**src/rtl/pipeline_control.sv**
```systemverilog
// Stall/flush controller for the 5-stage pipeline: PC enable plus load-enable/bubble per stage register.
// Optional stall performance counter enabled by `define PIPELINE_CONTROL_STALL_CNT_EN.
//   state    | meaning
//   FLUSH    | one cycle after reset, all stage registers load NOPs
//   RUN      | normal issue; resolves memory wait, branch squash, load-use, halt
//   MEM_WAIT | memory access outstanding, front of pipe frozen
//   HALTED   | everything frozen until resume
module pipeline_control #(
    parameter int MEM_TIMEOUT = 255,
    parameter int WAIT_W      = 8
) (
    input  logic        clk,
    input  logic        rst,
    input  logic [4:0]  id_rs,
    input  logic [4:0]  id_rt,
    input  logic        id_uses_rt,
    input  logic        ex_mem_read,
    input  logic [4:0]  ex_rd,
    input  logic        ex_branch_taken,
    input  logic        mem_req,
    input  logic        mem_ready,
    input  logic        halt_req,
    input  logic        resume,
    output logic        pc_en,
    output logic [3:0]  reg_en,
    output logic [3:0]  reg_bubble,
    output logic [1:0]  state,
    output logic        mem_timeout,
    output logic [31:0] stall_cycles
);

    typedef enum logic [1:0] {
        ST_FLUSH    = 2'd0,
        ST_RUN      = 2'd1,
        ST_MEM_WAIT = 2'd2,
        ST_HALTED   = 2'd3
    } state_t;

    localparam logic [WAIT_W-1:0] TIMEOUT_V = WAIT_W'(MEM_TIMEOUT);
    localparam logic [WAIT_W-1:0] CNT_ONE   = WAIT_W'(1);
    localparam logic [WAIT_W-1:0] CNT_MAX   = '1;

    state_t            state_q, state_d;
    logic [WAIT_W-1:0] wait_cnt_q, wait_cnt_d;
    logic              mem_timeout_q, mem_timeout_d;
    logic              mem_stall;
    logic              load_use;

    always_comb begin
        mem_stall = mem_req && !mem_ready;
        load_use  = ex_mem_read && (ex_rd != 5'd0) &&
                    ((ex_rd == id_rs) || (id_uses_rt && (ex_rd == id_rt)));
    end

    always_comb begin
        pc_en         = 1'b1;
        reg_en        = 4'b1111;
        reg_bubble    = 4'b0000;
        state_d       = state_q;
        wait_cnt_d    = wait_cnt_q;
        mem_timeout_d = mem_timeout_q;

        unique case (state_q)
            ST_FLUSH: begin
                pc_en      = 1'b0;
                reg_bubble = 4'b1111;
                state_d    = ST_RUN;
                wait_cnt_d = '0;
            end
            ST_RUN: begin
                if (mem_stall) begin
                    pc_en      = 1'b0;
                    reg_en     = 4'b1000;
                    reg_bubble = 4'b1000;
                    state_d    = ST_MEM_WAIT;
                    wait_cnt_d = CNT_ONE;
                end else if (ex_branch_taken) begin
                    // Squash wins over load-use: the dependent instruction is being discarded anyway.
                    reg_bubble = 4'b0011;
                end else if (load_use) begin
                    pc_en      = 1'b0;
                    reg_en     = 4'b1110;
                    reg_bubble = 4'b0010;
                end else if (halt_req) begin
                    state_d = ST_HALTED;
                end
            end
            ST_MEM_WAIT: begin
                if (mem_ready) begin
                    state_d    = ST_RUN;
                    wait_cnt_d = '0;
                end else begin
                    pc_en      = 1'b0;
                    reg_en     = 4'b1000;
                    reg_bubble = 4'b1000;
                    if ((MEM_TIMEOUT != 0) && (wait_cnt_q == TIMEOUT_V)) begin
                        mem_timeout_d = 1'b1;
                        state_d       = ST_HALTED;
                        wait_cnt_d    = '0;
                    end else if (wait_cnt_q != CNT_MAX) begin
                        wait_cnt_d = wait_cnt_q + CNT_ONE;
                    end
                end
            end
            ST_HALTED: begin
                pc_en  = 1'b0;
                reg_en = 4'b0000;
                if (resume) begin
                    state_d       = ST_RUN;
                    mem_timeout_d = 1'b0;
                end
            end
            default: begin
                state_d = ST_FLUSH;
            end
        endcase
    end

    always_ff @(posedge clk or negedge rst) begin
        if (!rst) begin
            state_q       <= ST_FLUSH;
            wait_cnt_q    <= '0;
            mem_timeout_q <= 1'b0;
        end else begin
            state_q       <= state_d;
            wait_cnt_q    <= wait_cnt_d;
            mem_timeout_q <= mem_timeout_d;
        end
    end

    assign state       = state_q;
    assign mem_timeout = mem_timeout_q;

`ifdef PIPELINE_CONTROL_STALL_CNT_EN
    logic [31:0] stall_cycles_q, stall_cycles_d;

    always_comb begin
        stall_cycles_d = stall_cycles_q;
        if (((state_q == ST_RUN) || (state_q == ST_MEM_WAIT)) && !pc_en &&
            (stall_cycles_q != 32'hFFFF_FFFF)) begin
            stall_cycles_d = stall_cycles_q + 32'd1;
        end
    end

    always_ff @(posedge clk or negedge rst) begin
        if (!rst) begin
            stall_cycles_q <= '0;
        end else begin
            stall_cycles_q <= stall_cycles_d;
        end
    end

    assign stall_cycles = stall_cycles_q;
`else
    assign stall_cycles = '0;
`endif

endmodule

```
**config.mk**
```make
export PLATFORM = sky130hd
export DESIGN_NAME = pipeline_control
export DESIGN_NICKNAME = d
export VERILOG_FILES = /design/src/rtl/pipeline_control.sv
export SDC_FILE = /design/constraint.sdc
export NUM_CORES = 1
export LEC_CHECK = 0
export BUFFER_PORTS_ARGS = -buffer_cell sky130_fd_sc_hd__buf_4
export CORE_MARGIN = 4
export CORE_UTILIZATION = 35
export DETAILED_ROUTE_END_ITERATION = 6
export PLACE_DENSITY_LB_ADDON = 0.12
export SYNTH_ARGS = -nofsm -noshare
export SYNTH_HDL_FRONTEND = slang
export SYNTH_SLANG_ARGS = --single-unit
```
**constraint.sdc**
```tcl
create_clock -name clk -period 2.7 [get_ports clk]
set_input_delay 0.27 -clock clk [delete_from_list [all_inputs] [get_ports clk]]
set_output_delay 0.27 -clock clk [all_outputs]
set_load 0.05 [all_outputs]
```
==> results of run 1 <==
-- worst register-to-register path, stage by stage (launching register included) --
cell and delay, ns:
dfrtp_1 0.43, inv_1 0.12, ha_1 0.30, nand2_2 0.15
nand2_1 0.15, a31oi_1 0.42, nor2_1 0.11
-- cell families after synthesis --
logic type               Yosys count
AO/OA/AOI/OAI                     25
flip-flops                        11
AND/OR/NAND/NOR                   44
buffers and inverters             37
adder cells (fa/ha/maj)            6
XOR/XNOR                          15
other                              1
-- worst min-delay path by stage --
stage          startpoint       endpoint  slack (ns)  cells after the start
6_report           resume    mem_timeout        0.31                      3
2_1_floorplan         rst    mem_timeout       -0.03                      0
3_3_place_gp          rst    mem_timeout        0.12                      1
5_1_grt            resume    mem_timeout        0.31                      3
4_1_cts            resume    mem_timeout        0.30                      3
3_5_place_dp          rst  wait_cnt_q[4]        0.11                      1
-- layout by cell type (no fill, tap or decap), types with 2 or more instances in the layout --
master,instances
xor2_1,14
nor2_1,11
inv_1,4
nor2_2,2
buf_4,35
ha_1,6
nand3_1,3
nand2_2,2
conb_1,32
nand4_1,3
clkbuf_4,3
dfrtp_1,11
o21ai_1,9
nand2_1,12
a21oi_1,4
a21oi_2,2
-- power by group --
part,switching [mW],internal [mW]
clock network,0.0590,0.0573
logic,0.736,0.293
registers,0.0274,0.187
-- registers in the layout, indices dropped and copies added, names as in the netlist --
signal	flops
wait_cnt_q	8
state	2
mem_timeout	1
-- final cells by class --
cell class / count / area, um2 / share of cell area (%)
clock buffer: 4 / 26.3 / 1.91
tap: 44 / 55.1 / 4.01
timing repair buffer: 36 / 273 / 19.9
sequential: 11 / 275 / 20.1
multi-input combinational: 122 / 728 / 53.1
inverter: 4 / 15.0 / 1.09
-- metrics by stage --
stage / utilization, % / std cells
global route: 44.2 / 221
CTS: 44.2 / 221
global placement: 43.1 / 216
detailed placement: 43.1 / 216
finish: 44.2 / 221
floorplan: - / 170
-- what timing repair did --
item / CTS / global route
hold buffers: 1 / 0
endpoints found under the hold margin: 11 / 0
setup endpoints to repair: 0 / 0
-- metal layers --
metal / wire length [um] / up-vias / GRT usage, % / part of all wire [%]
li1: - / 479 / - / -
met1: 1050 / 458 / 13.9 / 42
met2: 1130 / 52 / 19.6 / 46
met3: 264 / 4 / 2.91 / 11
met4: 35 / 0 / 5.44 / 1.4
met5: 0 / - / 0 / 0
==> results by group, run 1 <==
Outcome
  • Result of the run: finished clean

Synthesis
  • Number of instances in the synthesized netlist: 139
  • Async S/R FF share, synth: 100%
  • Share of the synthesized area in compound gates (AO/OA/AOI/OAI): 14.6%
  • Area fraction of the dominant cell type after synthesis: 24.0%
  • Cell taking the most area after synthesis: dfrtp_1
  • EDFF count, synth: 0
  • Sequential area share after synthesis: 24.0%
  • Mean post-synth cell area: 8.25 um2
  • Netlist cell types: 37
  • Cells taking the most area after synthesis: dfrtp_1 (24%), buf_4 (22%), xor2_1 (11%)
  • Main flop type after synthesis: dfrtp_1
  • Synth top cells by count: buf_4 (33), xor2_1 (14), nand2_1 (12), nor2_1 (12), dfrtp_1 (11)
  • Multiplexer fraction of the synthesized cell area: 0%
  • Adder-Cell Fraction of Synth Area: 6.54%
  • Fraction of synthesized cell area in xor and xnor cells: 11.5%
  • Simple-gate share of the synthesized area: 20.2%
  • Main combinational cell family by area after synthesis: buffers and inverters
  • Library cell with the highest instance count after synthesis: buf_4
  • Register bit count reported by yosys: 11
  • Netlist area before placement: 1150 um2
  • Count of warnings emitted by yosys: 0

CTS
  • Clock tree from TritonCTS: built
  • Buffer depth of the longest clock path: 2
  • Number of gates resized after CTS: 0
  • Buffer count from post-CTS setup fixing: 0
  • CTS H-tree depth: 1
  • Register clock-pin slew on the reported worst setup and hold paths: 0.08 ns
  • Clock root buffer: clkbuf_4
  • Sinks on Clock Net: 11
  • Cts bufs inserted: 3
  • Worst skew pair latency: 0.27 ns

Placement
  • Final Wtd Congestion: 0.765
  • Count of input and output buffers: 35
  • Placed instance area: 1340 um2
  • Worst slack at placement: 0.740 ns
  • Half-perimeter wire length of the detailed placement result: 2080 um

STA
  • Fin Setup TNS: 0 ns
  • Number of endpoints with negative hold slack in the final report: 0
  • Max-slew violation count: 0
  • Setup-failing EPs final: 0
  • Final critical-path share of the clock period: 81.6%
  • Worst path setup slack after routing: 0.497 ns
  • Worst hold slack after final layout: 0.309 ns
  • Min Tclk post-route: 2.20 ns
  • Maximum clock skew at final layout: 0.00593 ns
  • Unrepaired setup endpoints after global routing: no
  • Highest attainable clock frequency: 0.454 GHz

Critical path
  • Critical Path End Type: output pin
  • FF-to-FF path depth: 6
  • Critical Path AT: 1.93 ns
  • Start point of the critical path: state[1]
  • Maximum net fanout on the critical path: 7
  • Class of the most critical setup path: flip-flop to output pin
  • CP endpoint: reg_bubble[1]
  • Largest delay contributor family on the critical path: flip-flops
  • Sum of buffers and inverters on the critical path: 2
  • Startpoint types: flip-flop
  • Reg-to-reg slack, setup: 0.89 ns
  • Slowest stage delay, CP: 0.43 ns
  • R2R Path End: wait_cnt_q[7]
  • Slowest CP cell: dfrtp_1
  • Chain of cells forming the critical path: inv_1 > ha_1 > and2_2 > a21oi_1 > nor2_2 > a21o_1 > buf_4
  • Data required, critical path: 2.43 ns
  • Reg-to-reg startpoint: state[1]
  • Instance count on the critical path: 7

Layout
  • Final-stage net count: 208
  • Fill cell total of the finished layout: 319
  • Fraction of final layout cells sized beyond drive strength 1: 29.4%
  • # diodes: 0
  • Area growth from synthesis to layout: 19.6%
  • Fin area: 1370 um2

Routing
  • 1st-iter DRT viols: 31
  • Vias/cell: 4.49
  • Number of optimization iterations in the first detailed-route pass: 4
  • Vias: 993
  • Post-DR wirelength/cell: 11.2 um
  • Total DRC errors in the routed layout: 0
  • Detail Route Antenna Nets: 0
  • Routed Wire Length: 2480 um

Global route
  • Total gr overflow: 0
  • Total routing resource utilization after global routing: 11.7%
  • Vias in the first global route: 951
  • Maximum number of pins on one net before global-route repair: 12
  • Initial antenna violation count: 0
  • First-pass GRT wire length: 4000 um

Floorplan
  • Core Rows: 20
  • DIE WIDTH: 65.3 um
  • Initial Util: 37.0%
  • Area of the core: 3100 um2
  • Die footprint: 4260 um2
  • Chip height: 65.3 um
  • Top Ports: 68

Pwr
  • Pwr/cell area: 990 nW/um2
  • Total power of the final layout: 1.36 mW
  • VDD IR-drop max: 0.871 mV
  • Leakage: 0.699 nW

Flow run
  • Maximum capacitance violations: 0

Min path
  • Hold Path Class: primary input to flip-flop
Note: power is estimated with default switching activity, not from simulation.
==> inputs of run 2 (changes only) <==
==> constraint.sdc (replaced) <==
create_clock -name clk -period 2 [get_ports clk]
set_input_delay 0.2 -clock clk [delete_from_list [all_inputs] [get_ports clk]]
set_output_delay 0.2 -clock clk [all_outputs]
set_load 0.05 [all_outputs]
==> run 2 against run 1 <==
Clock skew fell by 0.0011 ns. First-iteration DRC count rose by 45%. Utilization up 2.3 points. Count of clock-buffer cells in the layout decreased by 1. Wire length decreased by 1.4%. Sequential cell count is the same. Die area stayed put. Total power rose by 43%. Setup slack got worse by 0.39 ns. Cell area up 5.1%. Sequential power rose by 31%. Hold slack got worse by 0.071 ns. Highest routed layer is now met3.
==> results by group, run 2 (synthesized netlist as in run 1, its figures left out) <==
Routing
  • Vias/cell: 4.32
  • Detail Route Antenna Nets: 0
  • Total DRC errors in the routed layout: 0
  • Vias: 977
  • Post-DR wirelength/cell: 10.8 um
  • Routed Wire Length: 2450 um
  • Number of optimization iterations in the first detailed-route pass: 4
  • 1st-iter DRT viols: 45

Global route
  • Total routing resource utilization after global routing: 11.6%
  • Vias in the first global route: 913
  • First-pass GRT wire length: 3970 um
  • Initial antenna violation count: 0
  • Total gr overflow: 0
  • Maximum number of pins on one net before global-route repair: 12

Floorplan
  • Chip height: 65.3 um
  • DIE WIDTH: 65.3 um
  • Die footprint: 4260 um2
  • Initial Util: 37.0%
  • Area of the core: 3100 um2
  • Top Ports: 68
  • Core Rows: 20

Layout
  • Fraction of final layout cells sized beyond drive strength 1: 36.3%
  • Most flop-heavy register: wait_cnt_q
  • Fin area: 1440 um2
  • Final-stage net count: 213
  • Flip-flop count of the largest register, all copies and words added: 8
  • Commonest non-fill, non-tap cell in the layout: buf_4
  • Fill cell total of the finished layout: 322
  • Highest-count cells in the layout ignoring fill and taps: buf_4 (40), conb_1 (32), xor2_1 (14), nand2_1 (12), nor2_1 (10)
  • Core Util, Final: 46.5%
  • # diodes: 0
  • Area growth from synthesis to layout: 25.7%

Critical path
  • R2R Path End: wait_cnt_q[5]
  • Class of the most critical setup path: flip-flop to output pin
  • Startpoint types: flip-flop
  • FF-to-FF path depth: 6
  • Start point of the critical path: state[0]
  • Maximum net fanout on the critical path: 4
  • Critical Path End Type: output pin
  • Data required, critical path: 1.80 ns
  • CP endpoint: reg_bubble[1]
  • Critical Path AT: 1.70 ns
  • Reg-to-reg slack, setup: 0.27 ns
  • Reg-to-reg startpoint: state[0]

Flow run
  • Maximum capacitance violations: 0

CTS
  • Clock tree from TritonCTS: built
  • Worst skew pair latency: 0.27 ns
  • Sinks on Clock Net: 11
  • Clock root buffer: clkbuf_4
  • Buffer depth of the longest clock path: 2
  • Cts bufs inserted: 3
  • CTS H-tree depth: 1
  • Register clock-pin slew on the reported worst setup and hold paths: 0.07 ns

Placement
  • Placed instance area: 1360 um2
  • Half-perimeter wire length of the detailed placement result: 2100 um
  • Final Wtd Congestion: 0.812
  • Count of input and output buffers: 35

STA
  • Min Tclk post-route: 1.90 ns
  • Maximum clock skew at final layout: 0.00484 ns
  • Number of endpoints with negative hold slack in the final report: 0
  • Max-slew violation count: 0
  • Final critical-path share of the clock period: 94.9%
  • Unrepaired setup endpoints after global routing: no
  • Setup-failing EPs final: 0
  • Fin Setup TNS: 0 ns
  • Highest attainable clock frequency: 0.527 GHz

Outcome
  • Result of the run: finished clean

Pwr
  • Switching share of total power: 58.6%
  • Power share of the clock group: 7.8%
  • Leakage: 0.721 nW
  • Psw: 1.14 mW
  • Cell-internal power: 803 uW
  • Pwr/cell area: 1340 nW/um2
  • Part of the power in registers: 14.4%
  • VDD IR-drop max: 0.443 mV
  • Share of power burned in combinational logic: 77.8%

Min path
  • Hold Path Class: primary input to flip-flop
run 2: cell count changes in the layout (fill, tap and decap cells not counted), moves of 2 or more:
cell,change
buf_4,+5
dfrtp_1,-2
dfrtp_2,+2
ha_1,-2
ha_2,+2
nor2_4,+2
run 2: metal layers:
| layer | routed length [um] | GRT usage (%) | up-vias | part of all wire (%) |
|---|---|---|---|---|
| met1 | 957 | 14.1 | 433 | 39 |
| met4 | 0 | 2.33 | 0 | 0 |
| met2 | 1220 | 19.7 | 51 | 50 |
| li1 | - | - | 493 | - |
| met3 | 269 | 4.27 | 0 | 11 |
| met5 | 0 | 0 | - | 0 |
run 2: power groups by stage:
stage               registers, mW  logic, mW  clock network [mW]
floorplan                   0.352       1.07                   0
global placement            0.299       1.44                   0
detailed placement          0.302       1.43                   0
CTS                         0.287       1.47               0.158
global route                0.284       1.62               0.173
finish                      0.280       1.51               0.151
run 2: area by class of cell:
cell class / count / area [um2] / share of cell area, %
clock buffers: 3 / 22.5 / 1.56
clock inverters: 1 / 5.00 / 0.347
inverters: 4 / 15.0 / 1.04
multi-input cells: 122 / 757 / 52.5
flip-flops and latches: 11 / 278 / 19.3
well taps: 44 / 55.1 / 3.82
repair buffers: 41 / 310 / 21.5
run 2: repair_timing:
item	CTS	global route
hold endpoints to repair	11	0
resized for setup	1	3
gates cloned	0	0
hold buffers	1	0
endpoints found under the setup margin	1	1
setup buffers	1	3
run 2: critical path: stages (launching register included):
cell     delay [ns]
dfrtp_2        0.43
ha_2           0.20
and2_2         0.20
a21oi_2        0.19
nor2_4         0.04
a21o_2         0.19
buf_4          0.18
run 2: per-stage QoR:
| step | hold WS (ns) | setup slack (ns) | total power, mW | cells |
|---|---|---|---|---|
| 6_report | 0.237 | 0.102 | 1.94 | 226 |
| 5_1_grt | 0.248 | 0.00757 | 2.07 | 226 |
| 4_1_cts | 0.232 | 0.0155 | 1.91 | 223 |
| 3_5_place_dp | 0.0425 | 0.176 | 1.73 | 217 |
| 3_3_place_gp | 0.0416 | 0.187 | 1.74 | 217 |
| 2_1_floorplan | -0.0956 | -0.0206 | 1.42 | 170 |
run 2: how the worst min path moves through the flow:
stage,from,to,cells after the start
2_1_floorplan,rst,mem_timeout,0
3_3_place_gp,rst,wait_cnt_q[0],1
3_5_place_dp,rst,wait_cnt_q[0],1
4_1_cts,resume,mem_timeout,3
5_1_grt,resume,mem_timeout,3
6_report,resume,mem_timeout,3
